===== config.mk =====
export PLATFORM = sky130hd
export DESIGN_NAME = fifo_sync_ext
export DESIGN_NICKNAME = d
export VERILOG_FILES = /design/src/rtl/fifo_pkg.sv /design/src/rtl/fifo_mem.sv /design/src/rtl/fifo_sync_ext.sv
export SDC_FILE = /design/constraint.sdc
export NUM_CORES = 1
export LEC_CHECK = 0
export ABC_CLOCK_PERIOD_IN_PS = 6500
export BUFFER_PORTS_ARGS = -buffer_cell sky130_fd_sc_hd__buf_2
export CORE_MARGIN = 2
export CORE_UTILIZATION = 55
export CTS_CLUSTER_SIZE = 24
export DETAILED_ROUTE_END_ITERATION = 8
export PLACE_DENSITY = 0.71
export SLEW_MARGIN = 10
export SYNTH_ARGS = -nofsm -noshare
export SYNTH_HDL_FRONTEND = slang
export SYNTH_HIERARCHICAL = 1
export SYNTH_SLANG_ARGS = --single-unit

===== constraint.sdc =====
create_clock -name clk -period 6.5 [get_ports clk]
set_input_delay 0.325 -clock clk [delete_from_list [all_inputs] [get_ports clk]]
set_output_delay 0.325 -clock clk [all_outputs]
set_load 0.01 [all_outputs]

===== src/rtl/fifo_pkg.sv =====
// Shared defaults and sizing helper for the synchronous FIFO.
package fifo_pkg;

  localparam int DEF_WIDTH = 8;
  localparam int DEF_DEPTH = 8;

  // Occupancy counter width: must hold 0..depth inclusive.
  function automatic int cnt_w(input int depth);
    return $clog2(depth) + 1;
  endfunction

endpackage


===== src/rtl/fifo_mem.sv =====
// FIFO storage: DEPTH x WIDTH register array.
// One synchronous write port and one asynchronous read port. The array is
// deliberately not reset; the pointers define which entries are valid.
module fifo_mem
  import fifo_pkg::*;
#(
  parameter int WIDTH = DEF_WIDTH,
  parameter int DEPTH = DEF_DEPTH,
  parameter int AW    = $clog2(DEPTH)
) (
  input  logic             clk,
  input  logic             wr_en,
  input  logic [AW-1:0]    wr_addr,
  input  logic [WIDTH-1:0] wr_data,
  input  logic [AW-1:0]    rd_addr,
  output logic [WIDTH-1:0] rd_data
);

  logic [WIDTH-1:0] mem [DEPTH];

  // Store the incoming word at the write address on an accepted write.
  always_ff @(posedge clk) begin
    if (wr_en) mem[wr_addr] <= wr_data;
  end

  assign rd_data = mem[rd_addr];

endmodule


===== src/rtl/fifo_sync_ext.sv =====
// Single-clock FIFO with occupancy count, almost-full/empty thresholds,
// sticky overflow/underflow flags, flush and optional first-word-fall-through.
module fifo_sync_ext
  import fifo_pkg::*;
#(
  parameter int WIDTH    = DEF_WIDTH,
  parameter int DEPTH    = DEF_DEPTH,
  parameter int FWFT     = 0,
  parameter int AF_LEVEL = DEPTH - 2,
  parameter int AE_LEVEL = 2
) (
  input  logic                       clk,
  input  logic                       reset,
  input  logic                       fifo_wrEn,
  input  logic [WIDTH-1:0]           fifo_wrData,
  input  logic                       fifo_rdEn,
  input  logic                       flush,
  input  logic                       clr_err,
  output logic [WIDTH-1:0]           fifo_rdData,
  output logic                       fifo_empty,
  output logic                       fifo_full,
  output logic                       fifo_almost_empty,
  output logic                       fifo_almost_full,
  output logic [cnt_w(DEPTH)-1:0]    data_count,
  output logic                       fifo_overflow,
  output logic                       fifo_underflow
);

  localparam int AW = $clog2(DEPTH);
  localparam int CW = cnt_w(DEPTH);

  localparam logic [CW-1:0] FULL_CNT = CW'(DEPTH);
  localparam logic [CW-1:0] AF_CNT   = CW'(AF_LEVEL);
  localparam logic [CW-1:0] AE_CNT   = CW'(AE_LEVEL);

  logic [AW-1:0]    wr_ptr_q, wr_ptr_d;
  logic [AW-1:0]    rd_ptr_q, rd_ptr_d;
  logic [CW-1:0]    count_q, count_d;
  logic [WIDTH-1:0] rd_data_q, rd_data_d;
  logic             ovf_q, ovf_d;
  logic             udf_q, udf_d;

  logic             wr_acc, rd_acc;
  logic [WIDTH-1:0] mem_rdata;

  // Status flags are pure decodes of the registered occupancy.
  assign fifo_empty        = (count_q == '0);
  assign fifo_full         = (count_q == FULL_CNT);
  assign fifo_almost_empty = (count_q <= AE_CNT);
  assign fifo_almost_full  = (count_q >= AF_CNT);
  assign data_count        = count_q;
  assign fifo_overflow     = ovf_q;
  assign fifo_underflow    = udf_q;

  // Flush takes priority over both requests; full blocks writes and empty
  // blocks reads, so a simultaneous pair at a boundary keeps only the legal one.
  assign wr_acc = fifo_wrEn & ~fifo_full  & ~flush;
  assign rd_acc = fifo_rdEn & ~fifo_empty & ~flush;

  fifo_mem #(
    .WIDTH (WIDTH),
    .DEPTH (DEPTH),
    .AW    (AW)
  ) u_mem (
    .clk     (clk),
    .wr_en   (wr_acc),
    .wr_addr (wr_ptr_q),
    .wr_data (fifo_wrData),
    .rd_addr (rd_ptr_q),
    .rd_data (mem_rdata)
  );

  // FWFT shows the head word directly (zero when empty); standard mode
  // shows the word captured by the last accepted read.
  assign fifo_rdData = (FWFT != 0) ? (fifo_empty ? '0 : mem_rdata) : rd_data_q;

  // Next-state for pointers, occupancy, read register and sticky errors.
  always_comb begin
    wr_ptr_d  = wr_ptr_q;
    rd_ptr_d  = rd_ptr_q;
    count_d   = count_q;
    rd_data_d = rd_data_q;

    if (flush) begin
      wr_ptr_d = '0;
      rd_ptr_d = '0;
      count_d  = '0;
    end else begin
      // DEPTH is a power of two, so natural overflow wraps DEPTH-1 -> 0.
      if (wr_acc) wr_ptr_d = wr_ptr_q + AW'(1);
      if (rd_acc) begin
        rd_ptr_d  = rd_ptr_q + AW'(1);
        rd_data_d = mem_rdata;
      end
      case ({wr_acc, rd_acc})
        2'b10:   count_d = count_q + CW'(1);
        2'b01:   count_d = count_q - CW'(1);
        default: count_d = count_q;
      endcase
    end

    // A new error in the same cycle as clr_err keeps the flag set.
    ovf_d = (ovf_q & ~clr_err) | (fifo_wrEn & fifo_full  & ~flush);
    udf_d = (udf_q & ~clr_err) | (fifo_rdEn & fifo_empty & ~flush);
  end

  // Control and read-data registers with asynchronous active-low reset.
  always_ff @(posedge clk or negedge reset) begin
    if (!reset) begin
      wr_ptr_q  <= '0;
      rd_ptr_q  <= '0;
      count_q   <= '0;
      rd_data_q <= '0;
      ovf_q     <= 1'b0;
      udf_q     <= 1'b0;
    end else begin
      wr_ptr_q  <= wr_ptr_d;
      rd_ptr_q  <= rd_ptr_d;
      count_q   <= count_d;
      rd_data_q <= rd_data_d;
      ovf_q     <= ovf_d;
      udf_q     <= udf_d;
    end
  end

endmodule


==> results of run 1 <==
cell usage after synthesis (3+ instances only):
master | n | area (um^2)
a21oi_1 | 4 | 20.0
buf_6 | 4 | 45.0
dfrtp_1 | 20 | 500
edfxtp_1 | 64 | 1920
ha_1 | 4 | 50.1
inv_1 | 4 | 15.0
mux2_2 | 16 | 180
mux4_1 | 15 | 394
nand2_1 | 6 | 22.5
nand2b_1 | 5 | 31.3
nand3_1 | 7 | 35.0
nor2_1 | 12 | 45.0
o21ai_0 | 3 | 15.0
xor2_1 | 4 | 35.0
critical path: cells and delay by family (launching register included):
kind,cells,cell delay [ns]
fa+ha+maj,1,0.33
buf+inv,1,0.08
compound gates,5,0.96
simple gates,1,0.77
flops,1,0.48
layout by cell type (no fill, tap or decap), types with 5 or more instances in the layout:
master,count
nor2_1,12
nand2b_1,5
dfrtp_1,20
nand3_1,7
clkbuf_8,11
edfxtp_1,64
mux4_1,15
mux2_2,16
buf_2,31
nand2_1,6
logic make-up after synthesis:
group                      count (synthesis)
xor gates and xnor gates                   5
AOI/OAI and AO/OA                         23
DFF                                       84
muxes                                     32
buffers and inverters                     16
and+or+nand+nor                           40
adders and majority gates                  4
final cells by class:
class,instances,area [um^2]
fill,498,2350
timing repair buffer,34,180
clock inverter,3,43.8
sequential,84,2420
tap,77,96.3
clock buffer,13,159
multi-input combinational,104,1090
inverter,7,43.8
power by group:
| group | switching, uW | leakage, uW | internal (uW) |
|---|---|---|---|
| clock network | 176 | 0.000104 | 200 |
| registers | 34.4 | 0.000836 | 617 |
| logic | 83.2 | 0.000543 | 92.9 |
per-layer routing:
layer  part of all wire  track usage  up-vias
met2               0.51        0.301       38
met4              0.013       0.0808        0
met3              0.032       0.0311        9
met1               0.44        0.251      978
met5                  0            0        -
li1                   -            -      884
metrics by stage:
| stage | worst slack, ns | instance area [um^2] | hold WS [ns] | total power, uW | utilization |
|---|---|---|---|---|---|
| floorplan | 3.99 | 3640 | 0.0294 | 787 | - |
| global placement | 3.84 | 3820 | 0.321 | 838 | 0.598 |
| detailed placement | 3.79 | 3820 | 0.310 | 842 | 0.598 |
| CTS | 3.78 | 4030 | 0.157 | 1220 | 0.631 |
| global route | 3.65 | 4030 | 0.165 | 1250 | 0.631 |
| finish | 3.77 | 4030 | 0.165 | 1200 | 0.631 |
sequential cells by signal, summed over array words and instances, names as in the netlist:
register and count:
fifo_underflow 1, u_mem/mem 64, data_count 4, fifo_overflow 1
fifo_rdData 8, wr_ptr_q 3, rd_ptr_q 3
path summary, 6_finish.rpt:
path	startpoint	end	slack [ns]
max in group asynchronous	reset	fifo_rdData[7]$_DFFE_PN0P_	5.69
worst min register to register	fifo_rdData[0]$_DFFE_PN0P_	fifo_rdData[0]$_DFFE_PN0P_	0.50
worst max register to register	data_count[1]$_DFFE_PN0P_	data_count[3]$_DFFE_PN0P_	3.77
min in group asynchronous	reset	fifo_rdData[3]$_DFFE_PN0P_	0.47
worst min-delay path	clr_err	fifo_overflow$_DFF_PN0_	0.16
worst max-delay path	data_count[1]$_DFFE_PN0P_	data_count[3]$_DFFE_PN0P_	3.77
==> impl_metrics.ini, run 1 <==
[outcome]
outcome = completed

[die]
total_core_area_mm2 = 0.00639
initial_core_util = 0.569
die_w_um = 85.3
row_count = 29
die-area_mm2 = 0.00728
die_height_um = 85.3
io_pins = 32

[yosys]
syn_area_per_cell_um2 = 17.8
async_reset_ff_frac = 0.238
yosys.area_share.adder = 0.0138
synth_simple_gate_area_frac = 0.0578
synth_compound_gate_area_share = 0.0513
postSynthCellCount = 204
yosys.cell_types.count = 45
postSynth.topFlopCell = edfxtp_1
ys.warnings.count = 6
mappedNetlistNets = 222
yosysSeqAreaShare = 0.666
largest_family_of_logic_cells_by_synthesized_area = multiplexers
post_synth_instance_area_mm2 = 0.00364
post_synth_mux_area_share = 0.164
postSynthRegisterBits = 84
synth_xor_area_frac = 0.0120
synth-edff-count = 64

[worst_hold_path]
hold_wc_path_type = input pin to register
min_delay_path_depth = 2

[global_routing]
grt_overflow_total = 0
grt_start_max_net_pins = 21
number_of_global_route_vias_before_repair = 1858
global_route_wire_length_before_repair_mm = 9.85
gr-usage-all-layers = 0.186
grt_antenna_before_repair = 0

[timing]
final_max_slew_viol_count = 0
fin_tns_setup_ns = 0
timing.clock.skew_ns = 0.00733
rsz0062_at_grt = no
max_clock_freq_ghz = 0.366
timing.slew.headroom = 0.357
tightest_slew_ns = 0.961
finalSetupViolations = 0
hold_viol = 0
post_route_clock_period_utilization = 0.420
finalWorstPathRequiredPeriod_ns = 2.73

[clocking]
clock-root-buffer = clkbuf_8
cts.repair.resized = 0
worst_skew_pair.late_latency_ns = 0.35
numCtsBuffers = 9
post_cts.repair.setup_buffers = 0
clkSinkCount = 84
cts.hold.buffers_added = 1
htreeDepth = 3
tritoncts = built
clk_pin_slew_ns = 0.08
max-clock-path-buffers = 2

[placement]
io_port_bufs = 31
dp.final_hpwl_mm = 4.00
post-place-cells = 305
globalplace.congestion = 0.793

[critical_path]
worstPathRequired_ns = 6.73
critical_path_arrival_ns = 2.96
crit_path_start_kind = register
crit_chain = or4_1, o211ai_4, inv_2, ha_1, a31oi_1, o31ai_1, o31ai_1, a311o_1
worst-path-max-fanout = 10
criticalPathCategory = register to register
ff2ff_path_depth = 8
critPathMostFrequentCell = o31ai_1
crit_path_max_incr_delay_ns = 0.77
crit_path_end_kind = register
crit_slowest_cell = or4_1

[layout]
final_cells = 322
diodes = 0
area_overhead_of_the_layout_relative_to_synthesis_pct = 10.9
design.final.nets = 258
post_route_cells_drive_above_1_share = 0.302

[drt]
avgViaCountPerCell = 5.93
totalWireLength_mm = 6.30
wl_per_cell_um = 19.6
drtAntennaViolNets = 0
dr.first_iter.drc_count = 81
drt_drc_violations_left = 0
dr_total_vias = 1909
detailedRoute.firstPassIterationCount = 4

[power]
peakVddDrop_mv = 0.210
p_leak_uw = 0.00148
power.density_mw_per_mm2 = 298

[job]
drv.max_cap_violation_count = 0
Power figures use the tool's default switching activity.
==> run 2: changes to the inputs <==
--- a/config.mk
+++ b/config.mk
@@ -5,7 +5,7 @@
 export SDC_FILE = /design/constraint.sdc
 export NUM_CORES = 1
 export LEC_CHECK = 0
-export ABC_CLOCK_PERIOD_IN_PS = 6500
+export ABC_CLOCK_PERIOD_IN_PS = 2800
 export BUFFER_PORTS_ARGS = -buffer_cell sky130_fd_sc_hd__buf_2
 export CORE_MARGIN = 2
 export CORE_UTILIZATION = 55
==> constraint.sdc (replaced) <==
create_clock -name clk -period 2.8 [get_ports clk]
set_input_delay 0.14 -clock clk [delete_from_list [all_inputs] [get_ports clk]]
set_output_delay 0.14 -clock clk [all_outputs]
set_load 0.01 [all_outputs]
==> run 2 against run 1 <==
Compared with the run above: cell count up 3.1%; count of clock-buffer cells in the layout down 3; via count up 1.9%; largest cell class unchanged; critical path depth unchanged; design area up 2.1%; critical path type unchanged.
==> impl_metrics.ini, run 2 (same netlist as run 1, synthesis figures left out) <==
[critical_path]
criticalPathCategory = register to register
crit_path_end_kind = register
worstPathRequired_ns = 3.04
critical_path_arrival_ns = 2.81
worst-path-max-fanout = 10
crit_path_start_kind = register

[layout]
biggest_register = u_mem/mem
most-common-layout-cells = 64 x edfxtp_1, 31 x buf_2, 20 x dfrtp_1
max_ffs_per_register = 64
design.final.nets = 268
n_fill_cell = 475
final_core_utilization = 0.645
post_route_cells_drive_above_1_share = 0.333
area_overhead_of_the_layout_relative_to_synthesis_pct = 13.2
postLayoutCellArea_mm2 = 0.00412
diodes = 0
most_common_library_cell_in_the_layout_ignoring_fill_and_taps = edfxtp_1

[power]
peakVddDrop_mv = 0.454
power.density_mw_per_mm2 = 687
p_leak_uw = 0.00154

[worst_hold_path]
hold_wc_path_type = input pin to register

[outcome]
outcome = completed

[timing]
final_max_slew_viol_count = 0
max_clock_freq_ghz = 0.389
hold_viol = 0
post_route_clock_period_utilization = 0.919
finalSetupViolations = 0
finalWorstPathRequiredPeriod_ns = 2.57
fin_tns_setup_ns = 0
tightest_slew_ns = 0.713
rsz0062_at_grt = no
timing.slew.headroom = 0.525
timing.clock.skew_ns = 0.00870

[drt]
drt_drc_violations_left = 0
dr_total_vias = 1945
drtAntennaViolNets = 0
totalWireLength_mm = 6.57
wl_per_cell_um = 19.8
avgViaCountPerCell = 5.86
dr.first_iter.drc_count = 118
detailedRoute.firstPassIterationCount = 4

[placement]
dp.final_hpwl_mm = 4.25
place_area_mm2 = 0.00389
globalplace.congestion = 0.794
io_port_bufs = 31

[clocking]
worst_skew_pair.late_latency_ns = 0.35
clock-root-buffer = clkbuf_8
cts.repair.resized = 0
max-clock-path-buffers = 2
clkSinkCount = 84
htreeDepth = 3
clk_pin_slew_ns = 0.09
tritoncts = built
numCtsBuffers = 9

[die]
io_pins = 32
initial_core_util = 0.569
die_w_um = 85.3
row_count = 29
total_core_area_mm2 = 0.00639
die_height_um = 85.3
die-area_mm2 = 0.00728

[global_routing]
gr-usage-all-layers = 0.199
grt_antenna_before_repair = 0
number_of_global_route_vias_before_repair = 1996
grt_overflow_total = 0
global_route_wire_length_before_repair_mm = 10.4
grt_start_max_net_pins = 21

[job]
drv.max_cap_violation_count = 0
run 2: worst max-delay path, stage by stage, from the launching register on:
cell	delay, ns
dfrtp_1	0.49
or4_1	0.63
o211ai_4	0.15
inv_2	0.07
ha_1	0.33
a31oi_1	0.12
o31ai_1	0.24
o31ai_1	0.11
a311o_1	0.32
run 2: metrics by stage:
stage                     setup WS, ns  total power, uW  hold slack (ns)  cells
final                            0.228             2830           0.0481    332
after global placement           0.338             1960            0.132    314
after detailed placement         0.261             1970            0.136    314
after global routing            0.0744             2940           0.0437    332
after CTS                        0.225             2850           0.0358    332
after floorplan                  0.290             1830           -0.156    204
run 2: final timing paths:
kind                                                  from                    endpoint  slack [ns]  depth (start not counted)
worst min register to register  fifo_rdData[7]$_DFFE_PN0P_  fifo_rdData[7]$_DFFE_PN0P_        0.51                          1
worst min-delay path                        fifo_wrData[4]   u_mem/mem[2][4]$_DFFE_PP_        0.05                          1
max in group asynchronous                            reset  fifo_rdData[7]$_DFFE_PN0P_        2.19                          2
worst max register to register   data_count[1]$_DFFE_PN0P_   data_count[3]$_DFFE_PN0P_        0.23                          8
worst max-delay path             data_count[1]$_DFFE_PN0P_   data_count[3]$_DFFE_PN0P_        0.23                          8
min in group asynchronous                            reset  fifo_rdData[6]$_DFFE_PN0P_        0.28                          2
run 2: layout make-up:
cell class                 instances  area [um^2]  share of cell area
tap                               77         96.3              0.0234
multi-input combinational        104         1090               0.264
inverter                           7         43.8              0.0106
timing repair buffer              44          258              0.0626
clock inverter                     6         71.3              0.0173
clock buffer                      10          138              0.0334
sequential                        84         2420               0.588
run 2: layer usage:
layer  track usage  share of wire  vias to the layer above
li1              -              -                      906
met4        0.0693          0.021                        0
met1         0.263           0.43                      972
met5             0              0                        -
met2         0.316           0.49                       56
met3        0.0603          0.058                       11
run 2: report_power, final:
| group | leakage, uW | total, uW | switching, uW | internal, uW |
|---|---|---|---|---|
| Sequential | 0.000836 | 1490 | 60.0 | 1430 |
| Combinational | 0.000595 | 449 | 222 | 227 |
| Clock | 0.000105 | 889 | 444 | 446 |
| Total | 0.00154 | 2830 | 726 | 2100 |
run 2: repair_timing:
item	4_1_cts	5_1_grt
hold buffers	2	0
endpoints found under the setup margin	0	0
setup buffers	0	0
endpoints found under the hold margin	22	0
==> run 3: changes to the inputs <==
--- a/config.mk
+++ b/config.mk
@@ -7,6 +7,7 @@
 export LEC_CHECK = 0
 export ABC_CLOCK_PERIOD_IN_PS = 2800
 export BUFFER_PORTS_ARGS = -buffer_cell sky130_fd_sc_hd__buf_2
+export CORE_ASPECT_RATIO = 0.7
 export CORE_MARGIN = 2
 export CORE_UTILIZATION = 55
 export CTS_CLUSTER_SIZE = 24
==> run 3 against run 2 <==
Compared with the run above: count of clock-buffer cells in the layout is 2 higher; first-iteration DRC count is 14% lower; largest cell class unchanged; non-clock buffer count stayed put; critical path depth stayed put; sequential share of layout area is 0.20 points higher; sequential power hardly changed; cell count is 0.30% higher; utilization is 0.60 points higher; power is 2.0% lower; largest power group unchanged; clock skew is 0.0056 ns higher; design area is 0.33% lower; critical endpoint unchanged.
==> impl_metrics.ini, run 3 (same netlist as run 1, synthesis figures left out) <==
[clocking]
numCtsBuffers = 9
max-clock-path-buffers = 2
clkSinkCount = 84
tritoncts = built
cts.repair.resized = 0
clock-root-buffer = clkbuf_8
worst_skew_pair.late_latency_ns = 0.34
clk_pin_slew_ns = 0.08
htreeDepth = 3
post_cts.repair.setup_buffers = 0

[power]
power.total_uw = 2770
p_leak_uw = 0.00152
power.density_mw_per_mm2 = 676
peakVddDrop_mv = 0.405

[global_routing]
global_route_wire_length_before_repair_mm = 10.2
grt_start_max_net_pins = 21
grt_overflow_total = 0
grt_antenna_before_repair = 0
gr-usage-all-layers = 0.197
number_of_global_route_vias_before_repair = 1862

[critical_path]
criticalPathCategory = register to register
cpLargestDelayFamily = compound AO/OA/AOI/OAI gates
crit_path_max_incr_delay_ns = 0.64
crit_buf_inv = 1
crit_path_end_kind = register
worstPathRequired_ns = 3.03
crit_path_start_kind = register
worst-path-max-fanout = 10
crit_slowest_cell = or4_1
critical_path_arrival_ns = 2.79
critPathMostFrequentCell = o31ai_1
crit_chain = or4_1, o211ai_4, inv_2, ha_1, a31oi_1, o31ai_1, o31ai_1, a311o_1

[timing]
rsz0062_at_grt = no
tightest_slew_ns = 0.697
timing.slew.headroom = 0.531
hold-worst-slack_ns = 0.0672
finalWorstPathRequiredPeriod_ns = 2.56
hold_viol = 0
post_route_clock_period_utilization = 0.914
finalSetupViolations = 0
final_max_slew_viol_count = 0
fin_tns_setup_ns = 0
timing.clock.skew_ns = 0.0143
max_clock_freq_ghz = 0.391

[placement]
globalplace.congestion = 0.898
dp.final_hpwl_mm = 4.28
post-place-cells = 315
io_port_bufs = 31

[layout]
max_ffs_per_register = 64
design.final.nets = 268
final_core_utilization = 0.651
biggest_register = u_mem/mem
post_route_cells_drive_above_1_share = 0.322
area_overhead_of_the_layout_relative_to_synthesis_pct = 12.8
diodes = 0
most_common_library_cell_in_the_layout_ignoring_fill_and_taps = edfxtp_1
n_fill_cell = 448
most-common-layout-cells = 64 x edfxtp_1, 31 x buf_2, 20 x dfrtp_1
final_cells = 333

[drt]
drtAntennaViolNets = 0
dr_total_vias = 1940
detailedRoute.firstPassIterationCount = 4
drt_drc_violations_left = 0
avgViaCountPerCell = 5.83
wl_per_cell_um = 20.0
totalWireLength_mm = 6.66
dr.first_iter.drc_count = 102

[die]
io_pins = 32
row_count = 24
die_w_um = 101
initial_core_util = 0.577
die_height_um = 72.0
die-area_mm2 = 0.00729
total_core_area_mm2 = 0.00631

[job]
drv.max_cap_violation_count = 0

[worst_hold_path]
hold_wc_path_type = input pin to register

[outcome]
outcome = completed
run 3: routing by layer:
metal  track usage  up-vias  part of all wire
met3        0.0549        5             0.039
met5             0        -                 0
met4        0.0631        0            0.0063
met2         0.274       48              0.45
met1         0.306      982              0.50
li1              -      905                 -
run 3: final timing paths:
path | startpoint | to | slack [ns] | cells after the start
setup / recovery | data_count[1]$_DFFE_PN0P_ | data_count[3]$_DFFE_PN0P_ | 0.24 | 8
hold / removal | fifo_wrData[4] | u_mem/mem[0][4]$_DFFE_PP_ | 0.07 | 1
setup reg to reg | data_count[1]$_DFFE_PN0P_ | data_count[3]$_DFFE_PN0P_ | 0.24 | 8
hold reg to reg | fifo_rdData[0]$_DFFE_PN0P_ | fifo_rdData[0]$_DFFE_PN0P_ | 0.50 | 1
max in group asynchronous | reset | data_count[3]$_DFFE_PN0P_ | 2.10 | 2
min in group asynchronous | reset | fifo_rdData[4]$_DFFE_PN0P_ | 0.32 | 2
run 3: metrics by stage:
step	area, um^2	worst slack, ns
floorplan	3640	0.290
global placement	3890	0.354
finish	4100	0.241
detailed placement	3890	0.284
CTS	4100	0.273
global route	4100	0.0287
run 3: cell type report:
cell class	count	area [um^2]	area share
Clock inverter	4	48.8	0.0119
Sequential cell	84	2420	0.590
Inverter	7	43.8	0.0107
Multi-Input combinational cell	104	1090	0.265
Tap cell	78	97.6	0.0238
Timing Repair Buffer	44	258	0.0628
Clock buffer	12	145	0.0354
run 3: report_power, final:
part | switching (uW) | leakage, uW | internal, uW
sequential | 53.6 | 0.000836 | 1430
combinational | 231 | 0.000595 | 229
clock | 394 | 0.0000903 | 434
total | 679 | 0.00152 | 2090
run 3: repair_timing:
| action | in CTS | in global routing |
|---|---|---|
| endpoints found under the hold margin | 22 | 0 |
| hold buffers | 2 | 0 |
| endpoints found under the setup margin | 0 | 0 |
